===== src/rtl/alu_pipe.sv =====
// alu_pipe: two-stage pipelined four-operation ALU (shift, add, neg, abs)
// with optional saturation, carry/zero flags, valid/ready handshake on both
// sides and a delivered-result counter.
module alu_pipe #(
   parameter int WIDTH    = 6,
   parameter int SATURATE = 0,
   parameter int CNT_W    = 16
) (
   input  logic             clk,
   input  logic             rst_n,
   input  logic             in_valid,
   output logic             in_ready,
   input  logic [WIDTH-1:0] A,
   input  logic [WIDTH-1:0] B,
   input  logic [1:0]       op_code,
   output logic             out_valid,
   input  logic             out_ready,
   output logic [WIDTH-1:0] out,
   output logic             cout,
   output logic             zero,
   output logic [CNT_W-1:0] res_count
);

   localparam int STAGES = 2;
   // Intermediate width: large enough that no op loses its overflow bits.
   localparam int IW     = WIDTH + 3;

   typedef struct packed {
      logic [WIDTH-1:0] a;
      logic [WIDTH-1:0] b;
      logic [1:0]       op;
   } req_t;

   typedef struct packed {
      logic [WIDTH-1:0] out;
      logic             cout;
      logic             zero;
   } resp_t;

   logic [STAGES:1] vld_pipe;   // [1] = s1 valid, [2] = out_valid
   req_t            s1;
   resp_t           s2;
   resp_t           nxt;
   req_t            in_req;
   logic            advance;

   logic [IW-1:0]   a_x, b_x;
   logic [IW-1:0]   r_shift, r_add, r_diff, r_abs, r_sel;
   logic [WIDTH-1:0] r_neg;

   assign in_req    = '{a: A, b: B, op: op_code};
   assign out_valid = vld_pipe[2];
   assign advance   = !out_valid || out_ready;
   assign in_ready  = advance;
   assign out       = s2.out;
   assign cout      = s2.cout;
   assign zero      = s2.zero;

   // Zero-extended operands and the four candidate results, all unsigned.
   assign a_x     = IW'(s1.a);
   assign b_x     = IW'(s1.b);
   assign r_shift = (a_x << 2) + (b_x >> 1);
   assign r_add   = a_x + (b_x << 1) + b_x;
   assign r_neg   = WIDTH'(0) - s1.b;
   // 2A - B as a two's complement value; the sign bit selects negation.
   assign r_diff  = (a_x << 1) - b_x;
   assign r_abs   = r_diff[IW-1] ? (IW'(0) - r_diff) : r_diff;

   // Select the operation result, derive carry, apply saturation, then zero.
   always_comb begin
      r_sel    = '0;
      nxt      = '0;
      unique case (s1.op)
         2'b00:   r_sel = r_shift;
         2'b01:   r_sel = r_add;
         2'b10:   r_sel = {3'b000, r_neg};
         default: r_sel = r_abs;
      endcase
      nxt.cout = |r_sel[IW-1:WIDTH];
      nxt.out  = r_sel[WIDTH-1:0];
      // Only shift/add clamp; neg and abs always report the wrapped value.
      if (SATURATE != 0 && !s1.op[1] && nxt.cout)
         nxt.out = '1;
      nxt.zero = (nxt.out == '0);
   end

   // Both stages move together on advance and hold everything on a stall.
   always_ff @(posedge clk) begin
      if (!rst_n) begin
         vld_pipe <= '0;
         s1       <= '0;
         s2       <= '{out: '0, cout: 1'b0, zero: 1'b1};
      end else if (advance) begin
         vld_pipe <= {vld_pipe[1], in_valid};
         s1       <= in_req;
         s2       <= nxt;
      end
   end

   // Count delivered results; wraps naturally at 2^CNT_W.
   always_ff @(posedge clk) begin
      if (!rst_n)
         res_count <= '0;
      else if (out_valid && out_ready)
         res_count <= res_count + 1'b1;
   end

endmodule


===== config.mk =====
export PLATFORM = sky130hd
export DESIGN_NAME = alu_pipe
export DESIGN_NICKNAME = d
export VERILOG_FILES = /design/src/rtl/alu_pipe.sv
export SDC_FILE = /design/constraint.sdc
export NUM_CORES = 1
export LEC_CHECK = 0
export ABC_AREA = 1
export CORE_ASPECT_RATIO = 0.75
export CORE_MARGIN = 2
export CORE_UTILIZATION = 69
export CTS_BUF_LIST = sky130_fd_sc_hd__clkbuf_8
export DETAILED_ROUTE_END_ITERATION = 12
export DONT_BUFFER_PORTS = 1
export MAX_ROUTING_LAYER = met4
export PLACE_DENSITY = 0.85
export SETUP_SLACK_MARGIN = 0.02
export SYNTH_ARGS = -nofsm -noshare
export SYNTH_HDL_FRONTEND = slang
export SYNTH_SLANG_ARGS = --single-unit

===== constraint.sdc =====
create_clock -name clk -period 3.4 [get_ports clk]
set_input_delay 0 -clock clk [delete_from_list [all_inputs] [get_ports clk]]
set_output_delay 0 -clock clk [all_outputs]
set_load 0.02 [all_outputs]

### After elaboration in Yosys (flattened, before gate mapping)

Index checks and enable logic that the tools add are counted.

* flip-flop bits (word level): 40
* output and inout bits: 26
* input bits: 18

* mux-type cells: 2
* equal/unequal tests: 2
* add/sub/neg operators: 7
* reductions and logical operators: 6

Operators with widths (number)
* $pmux 9 s3: 1
* $add 16x1->16 const B: 1
* $add 8x5->9: 1
* $add 8x6->9: 1
* $mux 9: 1
* $sub 1x8->9 const A: 1
* $add 6x7->8: 1
* $sub 7x6->8: 1
* $logic_not 6->1: 1
* $sub 1x6->6 const A: 1
* $reduce_or 3->1: 1
* $eq 2x1->1 const B: 1
* $eq 2x2->1 const B: 1
* $logic_not 2->1: 1
* $logic_and 1x1->1: 1
* $logic_not 1->1: 1
* $logic_or 1x1->1: 1

### Longest topological paths before layout

Gate-level depths: netlist (run 1).

* depth after elaboration: 5
* depth in mapped cells: 16
* depth with buffers taken out: 16

### Least setup slack after synthesis (run 1)

Ideal clock, no wire load.

* path type: register -> register
* from: register s1 (netlist bit a_x[1])
* to: register s2 (netlist bit out[5])
* path slack: 1223 ps
* arrival time: 2066 ps
* cell stages (with the launch flop): 13
* required time: 3290 ps
* setup time: 110 ps
* buffers on the path: 0
* cells stage by stage: dfxtp_1 > fa_1 > ha_1 > inv_1 > fa_1 > inv_1 > a31oi_1 > nor2_1 > nor2_1 > nor2_1 > nand3_1 > nand3_1 > inv_1

* cells in the longest elaborated chain, start to end: 4
* elaborated cells on any way between the ends: 7
* classes of those cells: add/sub: 5; mux: 2

RTL lines
* start, declared: line 41 `req_t s1;`
* start signal, assigned: line 95 `s1 <= in_req;`
* $sub 7x6->8: line 66 `assign r_diff = (a_x << 1) - b_x;`
* $sub 1x8->9: line 67 `assign r_abs = r_diff[IW-1] ? (IW'(0) - r_diff) : r_diff;`
* $mux 9: line 67
* $pmux 9 s3 *: line 73 `unique case (s1.op)`
* end signal, assigned: line 92 `s2 <= '{out: '0, cout: 1'b0, zero: 1'b1};`
* end signal, assigned: line 96 `s2 <= nxt;`
* end, declared: line 42 `resp_t s2;`

Every way passes the cells marked *; elsewhere a longest branch is shown, timed or not.
A chain may end at the register's enable or synchronous reset.

### Worst setup path in the final report (run 1)

* from: register s1 (netlist bit b_x[4])
* to: register s2 (netlist bit out[5])

Same word-level chain as after synthesis.

==> results, run 1 <==
- The critical path's largest stage delay is 0.54 ns.
- The count of antenna-violating nets left after detailed routing is 0.
- Setup violations remaining at the end of the flow were counted as 0.
- Of the cells placed in the final design, the portion with a size suffix greater than 1 is 7.37%.
- The destination of the worst hold path is vld_pipe[1]$_SDFFE_PN0P_.
- Adding up every negative setup slack in the final design gives 0 ns.
- Of all nets on the critical path, the largest fanout is 7.
- The die span in y is 59.4 um.
- The share of synthesized cell area in and, or, nand and nor gates is 30.6%.
- The initial antenna violation count was 0.
- Power spread over the standard cell area amounts to 401 nW/um2.
- The most used flip-flop cell after synthesis is sky130_fd_sc_hd__dfxtp_1.
- After legalization and detailed placement, the total HPWL measured 5760 um.
- After synthesis, the share of flip-flops with an asynchronous set or reset is 0%.
- The worst min-delay path category is in2reg.
- Summing every instance area after synthesis gives 2820 um2.
- Dividing the synthesized area by the synthesized cell count gives 6.79 um2.
- The via count of the first global-routing pass is 2502.
- After the flow finishes, the layout carries non-filler instances totaling 489.
- Of the total synthesized cell area, the portion taken by XOR and XNOR cells is 1.55%.
- Across the run, the number of max-cap violations was 0.
- The worst-case setup slack after placement is 1.02 ns.
- Once routing completed, OpenROAD measured the worst setup slack at 0.972 ns.
- The area enclosed by the die boundary is 4620 um2.
- The detail-routed net length per standard cell is 15.5 um.
- The initial standard-cell utilization of the core is 70.9%.
- The multiplexer fraction of the synthesized cell area is 0%.
- The first global-routing pass estimated 11900 um of wire.
- Across every metal layer, demand over resource in global routing totals 35.1%.
- The number of setup buffers added after CTS is 0.
- The total detailed-routing wirelength is 7570 um.
- The cell leakage power is 1.54 nW.
- The final hold violation count is 0.
- The worst setup path is of the reg2reg kind.
- For the worst-skew pair, the clock arrives at the later sink with an insertion delay of 0.28 ns.
- The startpoint type of the worst setup path is a flop.
- Data on the critical path is required at its endpoint by 3.58 ns.
- STA classifies the critical path endpoint as a flop.
- Relative to the synthesized area, the layout overhead comes to 10.9%.
- The slowest stage of the critical path belongs to the cell sky130_fd_sc_hd__dfxtp_1.
- The time the final worst path needs with I/O delays and setup is 2.43 ns.
- The clock net sink count is 40.
- Summing the areas of all compound-gate instances in the mapped netlist gives 16.1% of the synthesized area.
- The final-layout fill cell count is 277.
- After Yosys synthesis, full adders, half adders and majority gates account for 13.7% of the synthesized area.
- In this run the tightest slew margin relative to its limit is 27.5%.
- The vias per cell is 5.68.
- The share of the Yosys chip area taken by registers is 28.4%.
- The total of flip-flops plus latches after synthesis is 40.
- In the final design database the tool counted 477 nets.
- TritonCTS built the clock tree.
- Before antenna repair, the detailed router went through 5 iterations.
- By area, the combinational part of the netlist is dominated by simple AND/OR/NAND/NOR gates.
- The run finished with clean final reports.
- The number of design-rule violations left by the first detailed-router iteration is 243.
- The final clock period utilization by the worst path is 71.4%.
- From left edge to right edge, the die measures 77.9 um.
- The routed via count is 2779.
- The region available for standard cell placement spans 3980 um2.
- The signal on the critical path passes through fa_1 > ha_1 > a21o_1 > a31oi_1 > nand2_1 > nand2_1 > nor2_1 > nor2_1 > nand3_1 > nand3_1 > inv_1.
- The maximum clock insertion buffer count is 2.
- The number of cells on the worst hold path is 3.
- The number of cells produced by synthesis is 416.
- The startpoint identified for the worst hold timing path is out_ready.
- Including well taps, the total number of placed cells is 464.
- Overall power consumption after layout is estimated at 0.00126 W.
- The number of nets produced by synthesis is 460.
- The worst register-to-register path has a setup slack of 0.97 ns.
- The number of max-slew violations in the final report is 0.
- Measured in cells, the most critical reg-to-reg path has a length of 11.
- The largest net degree at the start of global routing is 36.
- Gates resized during post-CTS repair numbered 0.
- Across the VDD grid, the largest voltage drop is 0.284 mV.
- Row generation in the floorplan step produced 20 rows.
- The capture point of the worst reg-to-reg path is out[5]$_SDFFE_PN0P_.
- In this run the critical register-to-register path is launched from b_x[4]$_SDFFE_PN0P_.
- The congestion estimate from routability-driven global placement came to 0.919.
- Input and output buffers added on the ports amount to 0.
- The number of flops mapped to enable cells by yosys is 0.
- The distinct cell type count after synthesis is 37.
- After clock tree synthesis, the clock-pin slew on the worst setup and hold paths is 0.07 ns.
- After global routing the overflow that remains totals 0.
- The maximum level of the CTS H-tree is 2.
- Setup repair after global routing left no endpoint under its margin.
- For this run, the number of Yosys warnings is 0.
- At the pin with the least slew margin, the transition time is 1.08 ns.
- The worst-case clock skew is 0.00375 ns.
- The total inserted antenna cells is 0.
- The root cell of the clock tree is sky130_fd_sc_hd__clkbuf_8.
- For this run, the top clock speed supported by timing is 412 MHz.
- 44 I/O pins were placed.
- TritonCTS created 5 clock buffers.
- After detailed routing, the number of remaining DRC violations is 0.
- At the worst endpoint, the arrival time is 2.60 ns.
[cell usage in the layout, fill, tap and decap left out, types with 2 or more instances in the layout]
cell type / netlist / layout
sky130_fd_sc_hd__nand3_2: 2 / 2
sky130_fd_sc_hd__dlygate4sd3_1: 0 / 17
sky130_fd_sc_hd__a21oi_1: 33 / 33
sky130_fd_sc_hd__nand4_1: 4 / 4
sky130_fd_sc_hd__o21ai_0: 35 / 35
sky130_fd_sc_hd__a31oi_1: 2 / 2
sky130_fd_sc_hd__nor2_2: 6 / 6
sky130_fd_sc_hd__o21bai_1: 3 / 3
sky130_fd_sc_hd__nor2_1: 35 / 35
sky130_fd_sc_hd__ha_1: 18 / 18
sky130_fd_sc_hd__fa_1: 8 / 8
sky130_fd_sc_hd__nand2_1: 85 / 85
sky130_fd_sc_hd__inv_2: 5 / 5
sky130_fd_sc_hd__clkbuf_8: 0 / 6
sky130_fd_sc_hd__nand3_1: 39 / 39
sky130_fd_sc_hd__nor3_1: 6 / 6
sky130_fd_sc_hd__nand2_2: 5 / 5
sky130_fd_sc_hd__o211ai_1: 3 / 3
sky130_fd_sc_hd__dfxtp_1: 40 / 40
sky130_fd_sc_hd__inv_1: 59 / 61
sky130_fd_sc_hd__xor2_1: 4 / 4
[metrics by stage]
step / hold slack [ns] / area [um2] / util (%)
after global placement: 0.130 / 2870 / 72.1
after global routing: 0.151 / 3130 / 78.6
after floorplan: 0.167 / 2820 / -
after CTS: 0.131 / 3130 / 78.6
after detailed placement: 0.142 / 2870 / 72.1
final: 0.133 / 3130 / 78.6
[synthesized netlist by cell type (2+ instances only)]
library cell               count  share of area, %
sky130_fd_sc_hd__inv_2         5              0.66
sky130_fd_sc_hd__o21ai_0      35               6.2
sky130_fd_sc_hd__ha_1         18               8.0
sky130_fd_sc_hd__o21bai_1      3              0.80
sky130_fd_sc_hd__nand2_1      85                11
sky130_fd_sc_hd__nor3_1        6               1.1
sky130_fd_sc_hd__nand3_1      39               6.9
sky130_fd_sc_hd__nand4_1       4              0.89
sky130_fd_sc_hd__nand3_2       2              0.71
sky130_fd_sc_hd__inv_1        59               7.8
sky130_fd_sc_hd__dfxtp_1      40                28
sky130_fd_sc_hd__nor2_2        6               1.3
sky130_fd_sc_hd__nor2_1       35               4.7
sky130_fd_sc_hd__a31oi_1       2              0.44
sky130_fd_sc_hd__fa_1          8               5.7
sky130_fd_sc_hd__clkbuf_1      7              0.93
sky130_fd_sc_hd__a21oi_1      33               5.9
sky130_fd_sc_hd__nand2_2       5               1.1
sky130_fd_sc_hd__o211ai_1      3              0.80
sky130_fd_sc_hd__xor2_1        4               1.2
[cells by family (layout without fill, tap and decap cells)]
family | count (synthesis) | after routing
AND/OR/NAND/NOR | 189 | 189
XOR/XNOR | 5 | 5
flip-flops | 40 | 40
AO/OA/AOI/OAI | 83 | 83
adder cells (fa/ha/maj) | 26 | 26
buffers and inverters | 73 | 91
[report_power, final]
group	switching [W]	internal, W	leakage, nW	total [W]
clock	0.000152	0.000159	0.0538	0.000311
combinational	0.000250	0.000145	1.16	0.000395
sequential	0.0000533	0.000496	0.329	0.000549
total	0.000455	0.000801	1.54	0.00126
[what timing repair did]
| item | CTS | global route |
|---|---|---|
| hold buffers | 17 | 0 |
| setup endpoints to repair | 0 | 0 |
| hold endpoints to repair | 37 | 0 |
[flip-flops by register name (all words and copies together) (netlist names)]
register / count
a_x: 6
b_x: 6
cout: 1
out: 6
res_count: 16
s1: 2
vld_pipe: 2
zero: 1
[worst max-delay path, delay by kind of cell (launching register included)]
family | cells | cell delay, ns
and+or+nand+nor | 6 | 0.48
AOI/OAI and AO/OA | 2 | 0.38
adders and majority gates | 2 | 0.87
DFF | 1 | 0.54
buffers and inverters | 1 | 0.06
[worst max-delay path by stage]
stage	start	endpoint	slack, ns	cells after the start
detailed placement	a_x[1]$_SDFFE_PN0P_	out[5]$_SDFFE_PN0P_	1.02	12
floorplan	a_x[1]$_SDFFE_PN0P_	out[5]$_SDFFE_PN0P_	1.22	12
finish	b_x[4]$_SDFFE_PN0P_	out[5]$_SDFFE_PN0P_	0.97	11
global route	b_x[0]$_SDFFE_PN0P_	out[3]$_SDFFE_PN0P_	0.81	12
CTS	a_x[1]$_SDFFE_PN0P_	out[5]$_SDFFE_PN0P_	0.98	12
global placement	a_x[1]$_SDFFE_PN0P_	out[3]$_SDFFE_PN0P_	1.08	12
[area by class of cell]
class	instances	area, um2	share of cell area [%]
clock buffers	6	82.6	2.64
clock inverters	2	7.51	0.240
inverters	65	244	7.80
multi-input cells	303	1750	55.9
flip-flops and latches	40	801	25.6
well taps	55	68.8	2.20
repair buffers	18	178	5.68
[metal layers]
metal / vias to the layer above / global-route usage (%) / wire length, um
li1: 1392 / - / -
met2: 138 / 51.1 / 3170
met4: 0 / 6.38 / 66
met5: - / - / 0
met3: 8 / 10.1 / 822
met1: 1241 / 49.1 / 3510
Note: power is estimated with default switching activity, not from simulation.
==> run 2: changes to the inputs <==
--- a/config.mk
+++ b/config.mk
@@ -8,12 +8,12 @@
 export ABC_AREA = 1
 export CORE_ASPECT_RATIO = 0.75
 export CORE_MARGIN = 2
-export CORE_UTILIZATION = 69
+export CORE_UTILIZATION = 66
 export CTS_BUF_LIST = sky130_fd_sc_hd__clkbuf_8
 export DETAILED_ROUTE_END_ITERATION = 12
 export DONT_BUFFER_PORTS = 1
 export MAX_ROUTING_LAYER = met4
-export PLACE_DENSITY = 0.85
+export PLACE_DENSITY = 0.82
 export SETUP_SLACK_MARGIN = 0.02
 export SYNTH_ARGS = -nofsm -noshare
 export SYNTH_HDL_FRONTEND = slang
==> constraint.sdc (replaced) <==
create_clock -name clk -period 2.49 [get_ports clk]
set_input_delay 0 -clock clk [delete_from_list [all_inputs] [get_ports clk]]
set_output_delay 0 -clock clk [all_outputs]
set_load 0.02 [all_outputs]
==> run 2 against run 1 <==
Net effect:
- via count shrank 0.50%
- largest cell class unchanged
- highest routed layer unchanged
- die area grew 4.3%
- combinational power grew 36%
- critical path type unchanged
==> results, run 2 (synthesized netlist as in run 1, its figures left out) <==
- The vias per cell came to 5.63 (-0.91%).
- The area of the placeable core is 4080 um2 (+2.5%).
- The final clock period utilization by the worst path is 93.4% (+22 points).
- The worst min-delay path category is in2reg.
- The number of setup buffers added after CTS is 0 (unchanged).
- The largest net degree at the start of global routing was 36 (unchanged).
- The worst-margin pin slew is 1.12 ns (+0.0350 ns).
- The register with the most flip-flops is res_count.
- TritonCTS built the clock tree.
- By startpoint and endpoint, the worst setup path is classified as reg2reg.
- The reg-to-reg startpoint is a_x[1]$_SDFFE_PN0P_.
- The floorplan row count is 20 (unchanged).
- The count of maximum capacitance violations came to 0 (unchanged).
- The top cell types in the final layout, fill and taps aside, are sky130_fd_sc_hd__nand2_1, sky130_fd_sc_hd__inv_1, sky130_fd_sc_hd__nand3_1, sky130_fd_sc_hd__dfxtp_1.
- The run finished with clean final reports.
- The maximum level of the CTS H-tree is 2 (unchanged).
- The clock net sink count is 40 (unchanged).
- The number of cells on the worst hold path is 3 (unchanged).
- The worst-case clock skew is 0.00651 ns (+0.00276 ns).
- The initial standard-cell utilization of the core was 69.2% (-1.7 points).
- The accumulated negative setup slack is 0 ns (unchanged).
- The routed via count is 2765 (-0.50%).
- The capture point of the worst reg-to-reg path is out[3]$_SDFFE_PN0P_.
- The placed instance area is 2890 um2 (+0.78%).
- The detailed placer's ending HPWL is 5360 um (-6.9%).
- The library cell used most frequently in the layout, excluding fill and tap cells, is sky130_fd_sc_hd__nand2_1.
- The area of all placed cells without fillers is 3190 um2 (+2.1%).
- The maximum vdd drop came to 0.441 mV (+55%).
- The count of cells along the worst register-to-register path is 12 (+1).
- The count of antenna-violating nets left after detailed routing is 0 (unchanged).
- The number of buffers created by CTS came to 5 (unchanged).
- The critical hold path startpoint is out_ready.
- Setup repair after global routing could not meet its margin everywhere.
- The routability congestion estimate is 1.10 (+20%).
- The final hold violation count was 0 (unchanged).
- The maximum clock insertion buffer count was 2 (unchanged).
- The total power of the final layout is 0.00191 W (+52%).
- The total inserted antenna cells is 0 (unchanged).
- The remaining global-route overflow came to 0 (unchanged).
- The via count of the first global-routing pass came to 2507 (+0.20%).
- The startpoint type of the worst setup path is a flop.
- The worst-skew pair later-pin latency is 0.29 ns (about the same).
- The time the final worst path needs with I/O delays and setup is 2.33 ns (-0.103 ns).
- The horizontal die dimension came to 79.5 um (+2.1%).
- The cell leakage power is 1.57 nW (+1.7%).
- The number of max-slew violations in the final report is 0 (unchanged).
- The switching power is 0.000639 W (+40%).
- The highest clock frequency the design can meet is 430 MHz (+4.4%).
- The number of top-level design ports is 44 (unchanged).
- The number of flip-flops in the largest register is 16 (unchanged).
- The die span in y is 60.6 um (+2.1%).
- The clock share of power is 32.9% (+8.1 points).
- The total detailed-routing wirelength is 7310 um (-3.5%).
- The total power per unit cell area was 599 nW/um2 (+49%).
- The global routing usage on met1 is 43.0% (-6.1 points).
- The combinational group share of total power came to 28.0% (-3.5 points).
- The worst-case setup slack after placement is 0.154 ns (-0.863 ns).
- The worst hold margin is 0.106 ns (-0.0264 ns).
- The final critical-path setup slack is 0.164 ns (-0.807 ns).
- The switching share of power is 33.4% (-2.9 points).
- The count of input and output buffers is 0 (unchanged).
- The detailed-routing iteration count for the pre-antenna-repair pass is 6 (+1).
- The first-pass GRT wire length is 11600 um (-2.7%).
- The residual DRC count came to 0 (unchanged).
- The cell-internal power came to 0.00127 W (+59%).
- The number of design-rule violations left by the first detailed-router iteration was 188 (-23%).
- The arrival time at the worst endpoint is 2.52 ns (-0.08 ns).
- The number of nets in the finished design came to 480 (+0.63%).
- The worst endpoint required time is 2.68 ns (-0.90 ns).
- The part of the total power dissipated in sequential elements came to 39.0% (-4.7 points).
- The tree is rooted in a sky130_fd_sc_hd__clkbuf_8.
- The area enclosed by the die boundary was 4820 um2 (+4.3%).
- The destination of the worst hold path is vld_pipe[2]$_SDFFE_PN0P_.
- The final-layout fill cell count is 302 (+9.0%).
- The fraction of layout cells with a size suffix above 1 came to 8.94% (+1.6 points).
- The maximum fanout along the worst path is 4 (-3).
- The met2 layer usage reported by global route was 48.1% (-3.0 points).
- The clock transition at the registers of the reported paths is 0.08 ns (about the same).
- The worst relative slew slack came to 25.2% (-2.3 points).
- The global router's overall resource usage is 32.7% (-2.4 points).
- STA classifies the critical path endpoint as a flop.
- The layer flagged by global routing as most heavily used is met2.
- The detail-routed net length per standard cell came to 14.9 um (-3.9%).
- The met3 global-route usage is 12.1% (+2.0 points).
- The initial antenna violation count came to 0 (unchanged).
- The total setup violations reported at the end of the flow is 0 (unchanged).
- The setup slack of the most critical reg-to-reg path came to 0.16 ns (-0.81 ns).
- The area added between synthesis and finish is 13.2%.
run 2: worst max path at each step:
stage	start	to	slack, ns	depth (start not counted)
after global placement	b_x[1]$_SDFFE_PN0P_	zero$_SDFFE_PN1P_	0.25	8
final	a_x[1]$_SDFFE_PN0P_	out[3]$_SDFFE_PN0P_	0.16	12
after detailed placement	b_x[4]$_SDFFE_PN0P_	out[5]$_SDFFE_PN0P_	0.15	11
after floorplan	a_x[1]$_SDFFE_PN0P_	out[5]$_SDFFE_PN0P_	0.31	12
after CTS	b_x[4]$_SDFFE_PN0P_	out[5]$_SDFFE_PN0P_	0.14	11
after global routing	b_x[3]$_SDFFE_PN0P_	out[4]$_SDFFE_PN0P_	0.0001	11
run 2: per-stage QoR:
stage | util (%) | cells
6_report | 78.3 | 491
5_1_grt | 78.3 | 491
4_1_cts | 78.2 | 491
3_5_place_dp | 70.9 | 467
3_3_place_gp | 70.9 | 467
2_1_floorplan | - | 416
run 2: area by class of cell:
class	count	area (um2)	share of cell area, %
Tap cell	55	68.8	2.15
Multi-Input combinational cell	303	1750	54.7
Clock buffer	5	68.8	2.15
Clock inverter	2	60.1	1.88
Timing Repair Buffer	21	200	6.27
Inverter	65	244	7.64
Sequential cell	40	805	25.2
run 2: repair_timing:
item,in CTS,in global routing
endpoints found under the hold margin,37,0
resized for setup,0,3
hold buffers,17,0
endpoints found under the setup margin,0,4
run 2: critical path, stage by stage, from the launching register on:
cell and delay [ns]:
sky130_fd_sc_hd__dfxtp_1 0.34, sky130_fd_sc_hd__fa_1 0.54, sky130_fd_sc_hd__ha_1 0.18, sky130_fd_sc_hd__inv_1 0.06, sky130_fd_sc_hd__fa_1 0.36, sky130_fd_sc_hd__inv_1 0.12, sky130_fd_sc_hd__a21oi_1 0.08, sky130_fd_sc_hd__o21ai_0 0.09
sky130_fd_sc_hd__nand3_1 0.14, sky130_fd_sc_hd__nand2_1 0.12, sky130_fd_sc_hd__nand2_1 0.05, sky130_fd_sc_hd__o211ai_1 0.08, sky130_fd_sc_hd__inv_1 0.06
run 2: per-layer routing:
metal,routed length (um),up-vias
met5,0,-
met4,58,0
met3,793,8
met2,3110,111
met1,3340,1243
li1,-,1403
run 2: power by group through the flow:
stage	registers, W	logic (W)	clock network [W]
after floorplan	0.000749	0.000387	0
after CTS	0.000745	0.000520	0.000633
after global placement	0.000757	0.000475	0
after global routing	0.000752	0.000607	0.000658
after detailed placement	0.000759	0.000488	0
final	0.000747	0.000536	0.000629
